[config.mk]
export PLATFORM = sky130hd
export DESIGN_NAME = dmem_arbiter_flat
export DESIGN_NICKNAME = d
export VERILOG_FILES = /design/src/rtl/mips_pkg.sv /design/src/rtl/dmem_arbiter_if.sv /design/src/rtl/dmem_arb_fsm.sv /design/src/rtl/dmem_arbiter.sv /design/src/flat_wrapper.sv
export SDC_FILE = /design/constraint.sdc
export NUM_CORES = 1
export LEC_CHECK = 0
export ABC_AREA = 0
export BUFFER_PORTS_ARGS = -buffer_cell sky130_fd_sc_hd__buf_4
export CAP_MARGIN = 20
export CORE_AREA = 2 2 116 118
export DETAILED_ROUTE_END_ITERATION = 10
export DIE_AREA = 0 0 118 120
export HOLD_SLACK_MARGIN = 0.15
export PLACE_DENSITY = 0.54
export SLEW_MARGIN = 20
export SYNTH_ARGS = -nofsm -noshare
export SYNTH_HDL_FRONTEND = slang
export SYNTH_SLANG_ARGS = --single-unit
[constraint.sdc]
create_clock -name clk -period 6.6 [get_ports clk]
set_clock_uncertainty 0.15 [all_clocks]
set_input_delay 0.66 -clock clk [delete_from_list [all_inputs] [get_ports clk]]
set_output_delay 0.66 -clock clk [all_outputs]
set_load 0.05 [all_outputs]
[src/rtl/mips_pkg.sv]
// Shared types and limits for the data-memory arbiter slice.
// Latency: n/a (types and constants only).
// Backpressure: n/a.
package mips_pkg;

    // Upper bound on consecutive DMA grants while the CPU is waiting.
    localparam int DMA_BURST_MAX = 15;

    // Arbiter state records who owned the memory port in the last cycle.
    typedef enum logic [1:0] {
        ARB_IDLE = 2'd0,
        ARB_CPU  = 2'd1,
        ARB_DMA  = 2'd2
    } arb_state_t;

endpackage

[src/rtl/dmem_arbiter_if.sv]
// CPU / DMA / data-memory signal bundle around the arbiter.
// Latency: n/a (wiring only).
// Backpressure: CPU sees cpu_stall, DMA sees dma_gnt; memory never stalls.
interface dmem_arbiter_if;
    logic        cpu_req;
    logic        cpu_we;
    logic [31:0] cpu_addr;
    logic [31:0] cpu_wdata;
    logic [31:0] cpu_rdata;
    logic        cpu_stall;
    logic        dma_req;
    logic        dma_we;
    logic [31:0] dma_addr;
    logic [31:0] dma_wdata;
    logic        dma_gnt;
    logic        dma_rvalid;
    logic [31:0] dma_rdata;
    logic        mem_we;
    logic [31:0] mem_addr;
    logic [31:0] mem_wdata;
    logic [31:0] mem_rdata;

    // Arbiter side.
    modport slave (
        input  cpu_req, cpu_we, cpu_addr, cpu_wdata,
        output cpu_rdata, cpu_stall,
        input  dma_req, dma_we, dma_addr, dma_wdata,
        output dma_gnt, dma_rvalid, dma_rdata,
        output mem_we, mem_addr, mem_wdata,
        input  mem_rdata
    );

    // Requester / memory side.
    modport master (
        output cpu_req, cpu_we, cpu_addr, cpu_wdata,
        input  cpu_rdata, cpu_stall,
        output dma_req, dma_we, dma_addr, dma_wdata,
        input  dma_gnt, dma_rvalid, dma_rdata,
        input  mem_we, mem_addr, mem_wdata,
        output mem_rdata
    );
endinterface

[src/rtl/dmem_arb_fsm.sv]
// Grant decision between CPU and DMA with a bounded DMA burst.
// Latency: grants are combinational from state, count and requests.
// Backpressure: at most one grant per cycle; no grants while rst is high.
module dmem_arb_fsm
    import mips_pkg::*;
#(
    parameter int DMA_BURST = 4
) (
    input  logic clk,
    input  logic rst,
    input  logic cpu_req,
    input  logic dma_req,
    output logic gnt_cpu,
    output logic gnt_dma
);

    // Out-of-range burst settings are clamped into 1..DMA_BURST_MAX.
    localparam int BURST_EFF = (DMA_BURST < 1) ? 1 :
                               (DMA_BURST > DMA_BURST_MAX) ? DMA_BURST_MAX : DMA_BURST;
    localparam logic [3:0] BURST = 4'(BURST_EFF);

    arb_state_t state;
    logic [3:0] cnt;

    // Pick one requester; contention rotates CPU -> DMA burst -> CPU.
    always_comb begin
        gnt_cpu = 1'b0;
        gnt_dma = 1'b0;
        if (!rst) begin
            if (cpu_req && dma_req) begin
                case (state)
                    ARB_IDLE: gnt_cpu = 1'b1;
                    ARB_CPU:  gnt_dma = 1'b1;
                    ARB_DMA: begin
                        if (cnt < BURST) gnt_dma = 1'b1;
                        else             gnt_cpu = 1'b1;
                    end
                    default:  gnt_cpu = 1'b1;
                endcase
            end else if (cpu_req) begin
                gnt_cpu = 1'b1;
            end else if (dma_req) begin
                gnt_dma = 1'b1;
            end
        end
    end

    // Remember the last grantee and count consecutive DMA grants (saturating).
    always_ff @(posedge clk or posedge rst) begin
        if (rst) begin
            state <= ARB_IDLE;
            cnt   <= 4'd0;
        end else if (gnt_dma) begin
            state <= ARB_DMA;
            cnt   <= (cnt >= BURST) ? BURST : cnt + 4'd1;
        end else if (gnt_cpu) begin
            state <= ARB_CPU;
            cnt   <= 4'd0;
        end else begin
            state <= ARB_IDLE;
            cnt   <= 4'd0;
        end
    end

endmodule

[src/rtl/dmem_arbiter.sv]
// Shares one single-port data memory between the CPU and a DMA/loader.
// Latency: grant and memory drive same cycle; DMA read data one cycle after grant.
// Backpressure: CPU stalled via cpu_stall; DMA holds its request until dma_gnt.
module dmem_arbiter
    import mips_pkg::*;
#(
    parameter int DMA_BURST = 4
) (
    input  logic           clk,
    input  logic           rst,
    dmem_arbiter_if.slave  bus
);

    logic gnt_cpu;
    logic gnt_dma;

    dmem_arb_fsm #(
        .DMA_BURST (DMA_BURST)
    ) u_fsm (
        .clk     (clk),
        .rst     (rst),
        .cpu_req (bus.cpu_req),
        .dma_req (bus.dma_req),
        .gnt_cpu (gnt_cpu),
        .gnt_dma (gnt_dma)
    );

    // Memory port follows the grantee; with no DMA grant the CPU fields pass through.
    assign bus.mem_we    = gnt_cpu ? bus.cpu_we : (gnt_dma ? bus.dma_we : 1'b0);
    assign bus.mem_addr  = gnt_dma ? bus.dma_addr  : bus.cpu_addr;
    assign bus.mem_wdata = gnt_dma ? bus.dma_wdata : bus.cpu_wdata;

    assign bus.cpu_rdata = bus.mem_rdata;
    assign bus.cpu_stall = bus.cpu_req & ~gnt_cpu;
    assign bus.dma_gnt   = gnt_dma;

    // Capture DMA read data at the end of its grant cycle; hold it otherwise.
    always_ff @(posedge clk or posedge rst) begin
        if (rst) begin
            bus.dma_rvalid <= 1'b0;
            bus.dma_rdata  <= 32'd0;
        end else begin
            bus.dma_rvalid <= gnt_dma & ~bus.dma_we;
            if (gnt_dma && !bus.dma_we) begin
                bus.dma_rdata <= bus.mem_rdata;
            end
        end
    end

endmodule
[src/flat_wrapper.sv]
// flat-port wrapper written by rule: the top's interface ports become plain ports
module dmem_arbiter_flat import mips_pkg::*;
#(
    parameter int DMA_BURST = 4
)
  (clk, rst, bus_cpu_req, bus_cpu_we, bus_cpu_addr, bus_cpu_wdata, bus_cpu_rdata, bus_cpu_stall, bus_dma_req, bus_dma_we, bus_dma_addr, bus_dma_wdata, bus_dma_gnt, bus_dma_rvalid, bus_dma_rdata, bus_mem_we, bus_mem_addr, bus_mem_wdata, bus_mem_rdata);
  dmem_arbiter_if bus_i ();
  input  logic clk;
  input  logic rst;
  input wire logic [$bits(bus_i.cpu_req)-1:0] bus_cpu_req;
  input wire logic [$bits(bus_i.cpu_we)-1:0] bus_cpu_we;
  input wire logic [$bits(bus_i.cpu_addr)-1:0] bus_cpu_addr;
  input wire logic [$bits(bus_i.cpu_wdata)-1:0] bus_cpu_wdata;
  output wire logic [$bits(bus_i.cpu_rdata)-1:0] bus_cpu_rdata;
  output wire logic [$bits(bus_i.cpu_stall)-1:0] bus_cpu_stall;
  input wire logic [$bits(bus_i.dma_req)-1:0] bus_dma_req;
  input wire logic [$bits(bus_i.dma_we)-1:0] bus_dma_we;
  input wire logic [$bits(bus_i.dma_addr)-1:0] bus_dma_addr;
  input wire logic [$bits(bus_i.dma_wdata)-1:0] bus_dma_wdata;
  output wire logic [$bits(bus_i.dma_gnt)-1:0] bus_dma_gnt;
  output wire logic [$bits(bus_i.dma_rvalid)-1:0] bus_dma_rvalid;
  output wire logic [$bits(bus_i.dma_rdata)-1:0] bus_dma_rdata;
  output wire logic [$bits(bus_i.mem_we)-1:0] bus_mem_we;
  output wire logic [$bits(bus_i.mem_addr)-1:0] bus_mem_addr;
  output wire logic [$bits(bus_i.mem_wdata)-1:0] bus_mem_wdata;
  input wire logic [$bits(bus_i.mem_rdata)-1:0] bus_mem_rdata;
  assign bus_i.cpu_req = bus_cpu_req;
  assign bus_i.cpu_we = bus_cpu_we;
  assign bus_i.cpu_addr = bus_cpu_addr;
  assign bus_i.cpu_wdata = bus_cpu_wdata;
  assign bus_cpu_rdata = bus_i.cpu_rdata;
  assign bus_cpu_stall = bus_i.cpu_stall;
  assign bus_i.dma_req = bus_dma_req;
  assign bus_i.dma_we = bus_dma_we;
  assign bus_i.dma_addr = bus_dma_addr;
  assign bus_i.dma_wdata = bus_dma_wdata;
  assign bus_dma_gnt = bus_i.dma_gnt;
  assign bus_dma_rvalid = bus_i.dma_rvalid;
  assign bus_dma_rdata = bus_i.dma_rdata;
  assign bus_mem_we = bus_i.mem_we;
  assign bus_mem_addr = bus_i.mem_addr;
  assign bus_mem_wdata = bus_i.mem_wdata;
  assign bus_i.mem_rdata = bus_mem_rdata;
  dmem_arbiter #(.DMA_BURST(DMA_BURST)) u_core (.clk(clk), .rst(rst), .bus(bus_i));
endmodule
## Word-level counts from Yosys, hierarchy flattened

Index checks and enable logic that the tools add are counted.

- Register bits: 39
- Input port bits: 166
- Output and inout port bits: 132
- Logic and storage cells: 35

- Add/subtract/negate cells: 1
- Order comparisons: 2
- Equality and inequality tests: 2
- Muxes and demuxes: 19
- Bitwise logic cells: 4
- Reductions and logical operators: 3

Operators by type and width:

| kind | number |
|---|---|
| two-way mux 32 bit | 2 |
| two-way mux 1 bit | 12 |
| two-way mux 4 bit | 2 |
| adder 4 x 1 -> 4 bit, second input constant | 1 |
| greater-or-equal comparator 4 x 3 -> 1 bit, second input constant | 1 |
| < comparator 4 x 3 -> 1 bit, second input constant | 1 |
| one-hot mux 1 bit (2 select lines) | 2 |
| bitwise AND 1 bit | 2 |
| == test 2 x 1 -> 1 bit, second input constant | 1 |
| == test 2 bit, second input constant | 1 |
| logical AND 1 bit | 2 |
| two-way mux 2 bit | 1 |
| inverter 1 bit | 2 |
| zero test 1 bit | 1 |

## Longest topological paths before layout

- Depth in word-level cells: 7
- Depth in mapped cells: 7
- Mapped depth without buffers: 5

## Hierarchy

From an unflattened synthesis, not the netlist that was laid out.

- Cells, all modules: 210
- Area total of the unflattened synthesis: 2695.1 um^2

By module, submodules not included:

| module | instances | cells each | area an instance (um^2) | sequential area each (um^2) |
|---|---|---|---|---|
| dmem_arbiter | 1 | 178 | 2384.8 | 825.8 |
| dmem_arb_fsm | 1 | 32 | 310.3 | 150.1 |

## Least setup slack after synthesis

OpenSTA, ideal clock, no wires.

- Kind: flip-flop to output port
- Start point: reg u_core.u_fsm.state[0]
- End point: out bus_mem_addr[11]
- Arrival time: 2512 ps
- Required time: 5790 ps
- Path slack: 3278 ps
- Stages on the path, launching flop included: 8
- Path through: dfrtp_1 -> inv_1 -> ha_1 -> or4b_4 -> a311oi_4 -> buf_6 -> buf_6 -> mux2_1

- Longest elaborated chain between the ends: 5
- Elaborated cells between the ends (all ways): 6
- Classes of those cells: 2 x eq/ne; 4 x mux

RTL lines:

| what | line | source |
|---|---|---|
| start: declaration | dmem_arb_fsm.sv:22 | `arb_state_t state;` |
| start signal: assignment | dmem_arb_fsm.sv:51 | `state <= ARB_IDLE;` |
| start signal: assignment | dmem_arb_fsm.sv:54 | `state <= ARB_DMA;` |
| start signal: assignment | dmem_arb_fsm.sv:57 | `state <= ARB_CPU;` |
| == test 2 bit / == test 2 x 1 -> 1 bit (equally long branches) | dmem_arb_fsm.sv:31 | `case (state)` |
| one-hot mux 1 bit (2 select lines) * | dmem_arb_fsm.sv:31 |  |
| two-way mux 1 bit * | dmem_arb_fsm.sv:30 | `if (cpu_req && dma_req) begin` |
| two-way mux 1 bit * | dmem_arb_fsm.sv:29 | `if (!rst) begin` |
| net bus_dma_gnt | flat_wrapper.sv:20 | `output wire logic [$bits(bus_i.dma_gnt)-1:0] bus_dma_gnt;` |
| two-way mux 32 bit * | dmem_arbiter.sv:30 | `assign bus.mem_addr = gnt_dma ? bus.dma_addr : bus.cpu_addr;` |
| end: declaration | flat_wrapper.sv:24 | `output wire logic [$bits(bus_i.mem_addr)-1:0] bus_mem_addr;` |

Mark *: on every way through the listed nets, which the timed path passes. The rest lies on a longest branch.

## Final worst setup path

- Start point: reg u_core.u_fsm.state[0]
- End point: out bus_mem_addr[26]

- Longest elaborated chain between the ends: 5
- Elaborated cells between the ends (all ways): 6
- Classes of those cells: 2 x eq/ne; 4 x mux

RTL lines:

| what | line |
|---|---|
| == test 2 bit / == test 2 x 1 -> 1 bit (equally long branches) | dmem_arb_fsm.sv:31 |
| one-hot mux 1 bit (2 select lines) * | dmem_arb_fsm.sv:31 |
| two-way mux 1 bit * | dmem_arb_fsm.sv:30 |
| two-way mux 1 bit * | dmem_arb_fsm.sv:29 |
| two-way mux 32 bit * | dmem_arbiter.sv:30 |

Every way passes the cells marked *; elsewhere a longest branch is shown, timed or not.

==> results.tsv <==
stage	metric	value	unit
pwr	power.leakage	0.00247	uW
floorplan	core	13000	um2
logic_synthesis	yosysUniqueCellTypes	24	
global_routing	grt_max_degree	66	
logic_synthesis	syn_area	2590	um2
route	routed-via-count	2588	
pwr	ir_drop	0.157	mV
clock_tree	h-tree-depth	2	
status	status	completed	
logic_synthesis	ys_ff_latch	39	
job	max_cap_viol_count	0	
floorplan	die_w	118	um
cells_and_area	diodes	0	
clock_tree	root_buffer	clkbuf_16	
clock_tree	cts_buffers	5	
clock_tree	numClockSinks	39	
timing	setup_viol	0	
setup_path	cpMostUsedCell	buf_4	
setup_path	r2r-start	u_core.u_fsm.state[0]$_DFF_PP0_	
clock_tree	clk_pin_slew	60	ps
cells_and_area	layout.nets	638	
route	wl_per_cell	16.4	um
setup_path	start_kind	flop	
timing	timing.slew.headroom	46.4	%
floorplan	start_util	20.0	%
logic_synthesis	synth_nets	373	
clock_tree	clk_path_buf_depth	2	
timing	rsz0062_at_grt	false	
setup_path	cp_cell_sequence	inv_1, ha_1, or4b_4, a311oi_4, buf_4, mux2_2, buf_4	
clock_tree	cts_hold_buf	0	
route	drtIter0Drc	89	
cells_and_area	final_cell_mix	299 x buf_4, 92 x mux2_2, 39 x dfrtp_1	
floorplan	die_h	120	um
setup_path	path_buf_inv	3	
setup_path	slowest_stage	buf_4	
min_path	hold_class	flop to flop	
timing	finalSetupTns	0	ps
setup_path	max_stage_delay	700	ps
cells_and_area	final_common_cell	buf_4	
setup_path	path_class	flop to output port	
floorplan	die-area	14200	um2
cells_and_area	drive_above_1_share	86.0	%
min_path	min_from	u_core.bus.dma_rdata[20]$_DFFE_PP0P_	
route	drt-pass1-iter-count	4	
timing	hold_viol_final	0	
logic_synthesis	yosys_warnings	0	
clock_tree	clock_latency	270	ps
setup_path	cp.required	5790	ps
clock_tree	post-cts-setup-buffers	0	
setup_path	endpoint_kind	output port	
cells_and_area	final_util	38.1	%
route	drtAntennaViolNets	0	
global_routing	grt_antenna_before_repair	0	
global_routing	grt_pass1_vias	2706	
logic_synthesis	synth_area_per_cell	12.7	um2
place	gp_congestion	0.846	
clock_tree	cts_resized	0	
setup_path	crit_path_start	u_core.u_fsm.state[0]$_DFF_PP0_	
timing	min_period	4080	ps
clock_tree	cts_tree	built	
global_routing	grt_pass1_wl	15.5	mm
timing	max_freq	245	MHz
place	hpwlAfterDp	8.94	mm
cells_and_area	num-fill-cells	1324	
timing	fin_crit_sh	61.9	%
logic_synthesis	syn_inst	204	
floorplan	rows	42	
setup_path	cp_top_family	buffers and inverters	
timing	maxSlewViolCount	0	
setup_path	critPathMaxFanout	65	
route	drc	0	
route	wl	10.6	mm
route	via_per_inst	4.01	
global_routing	grt_overflow	0	
floorplan	ios	298	
global_routing	grt_util_all_layers	14.1	%
pwr	power_density	250	nW/um2
cells_and_area	area_delta_synth_final	90.8	%
logic_synthesis	yosysSeqAreaShare	37.6	%
cells_and_area	register_area	976	um2
cells_and_area	multi_input_area	1290	um2
timing	worst_pin_slew	804	ps
place	portBuffers	297	
setup_path	worstPathArrival	3270	ps
-- cells by family (layout without fill, tap and decap cells) --
| group | after synthesis | after routing | synth area share, % |
|---|---|---|---|
| flip-flops | 39 | 39 | 37.6 |
| adder cells (fa/ha/maj) | 3 | 3 | 1.45 |
| multiplexers | 97 | 97 | 42.1 |
| AO/OA/AOI/OAI | 7 | 7 | 2.80 |
| other | 1 | 1 | 0.145 |
| AND/OR/NAND/NOR | 10 | 10 | 2.99 |
| buffers and inverters | 47 | 313 | 12.9 |
-- state kept, by name (all words and copies together), names as in the netlist --
| register | flops |
|---|---|
| u_core.bus.dma_rvalid | 1 |
| u_core.u_fsm.state | 2 |
| u_core.u_fsm.cnt | 4 |
| u_core.bus.dma_rdata | 32 |
-- final timing paths --
check                                                             to  slack, ps  cells past startpoint
worst max register to register  u_core.bus.dma_rdata[10]$_DFFE_PP0P_       4080                      6
worst min register to register  u_core.bus.dma_rdata[20]$_DFFE_PP0P_        350                      1
max in group asynchronous        u_core.bus.dma_rdata[6]$_DFFE_PP0P_       5540                      3
min in group asynchronous        u_core.bus.dma_rdata[0]$_DFFE_PP0P_        400                      3
worst max-delay path                                bus_mem_addr[26]       2520                      7
worst min-delay path            u_core.bus.dma_rdata[20]$_DFFE_PP0P_        350                      1
-- report_power, final --
part           total [uW]  switching, uW  internal (uW)
registers             312           24.8            287
logic                 652            414            238
clock network         271           92.8            178
total                1240            532            703
-- metal layers --
layer	track usage, %	routed length [um]
met3	4.66	952
met5	0	0
met4	3.16	139
met2	26.3	5670
met1	15.4	3810
-- synth_stat cells --
cell type / n / share of area, %
a2111oi_0: 1 / 0.34
dfrtp_1: 39 / 38
nor2b_1: 2 / 0.48
conb_1: 1 / 0.14
o31a_1: 1 / 0.34
mux2_2: 92 / 40
inv_1: 5 / 0.72
nand2b_1: 1 / 0.24
mux2_1: 5 / 2.2
a31oi_2: 1 / 0.48
and3_1: 1 / 0.24
buf_2: 3 / 0.58
nand3b_1: 1 / 0.29
or4b_4: 1 / 0.53
buf_4: 37 / 11
a311oi_4: 1 / 1.0
nor2_1: 1 / 0.14
buf_6: 2 / 0.87
ha_1: 3 / 1.4
or3b_2: 1 / 0.34
nor4bb_1: 1 / 0.39
and3b_1: 1 / 0.34
a31oi_1: 1 / 0.24
a21oi_1: 2 / 0.39
-- through the flow --
| step | cells | cell area [um2] | total power, uW | hold WS [ps] | worst slack [ps] |
|---|---|---|---|---|---|
| after global routing | 646 | 4950 | 1290 | 376 | 2350 |
| after floorplan | 204 | 2590 | 740 | 355 | 3280 |
| after detailed placement | 637 | 4750 | 973 | 347 | 2770 |
| final | 646 | 4950 | 1240 | 353 | 2520 |
| after CTS | 645 | 4920 | 1250 | 360 | 2470 |
| after global placement | 637 | 4750 | 971 | 342 | 2790 |
-- area by class of cell --
type                    instances  share of cell area [%]
clock buffers                   5                    2.53
clock inverters                 3                   0.885
inverters                       5                   0.379
multi-input cells             118                    26.1
flip-flops and latches         39                    19.7
well taps                     176                    4.45
repair buffers                300                    45.9
Note: power is estimated with default switching activity, not from simulation.
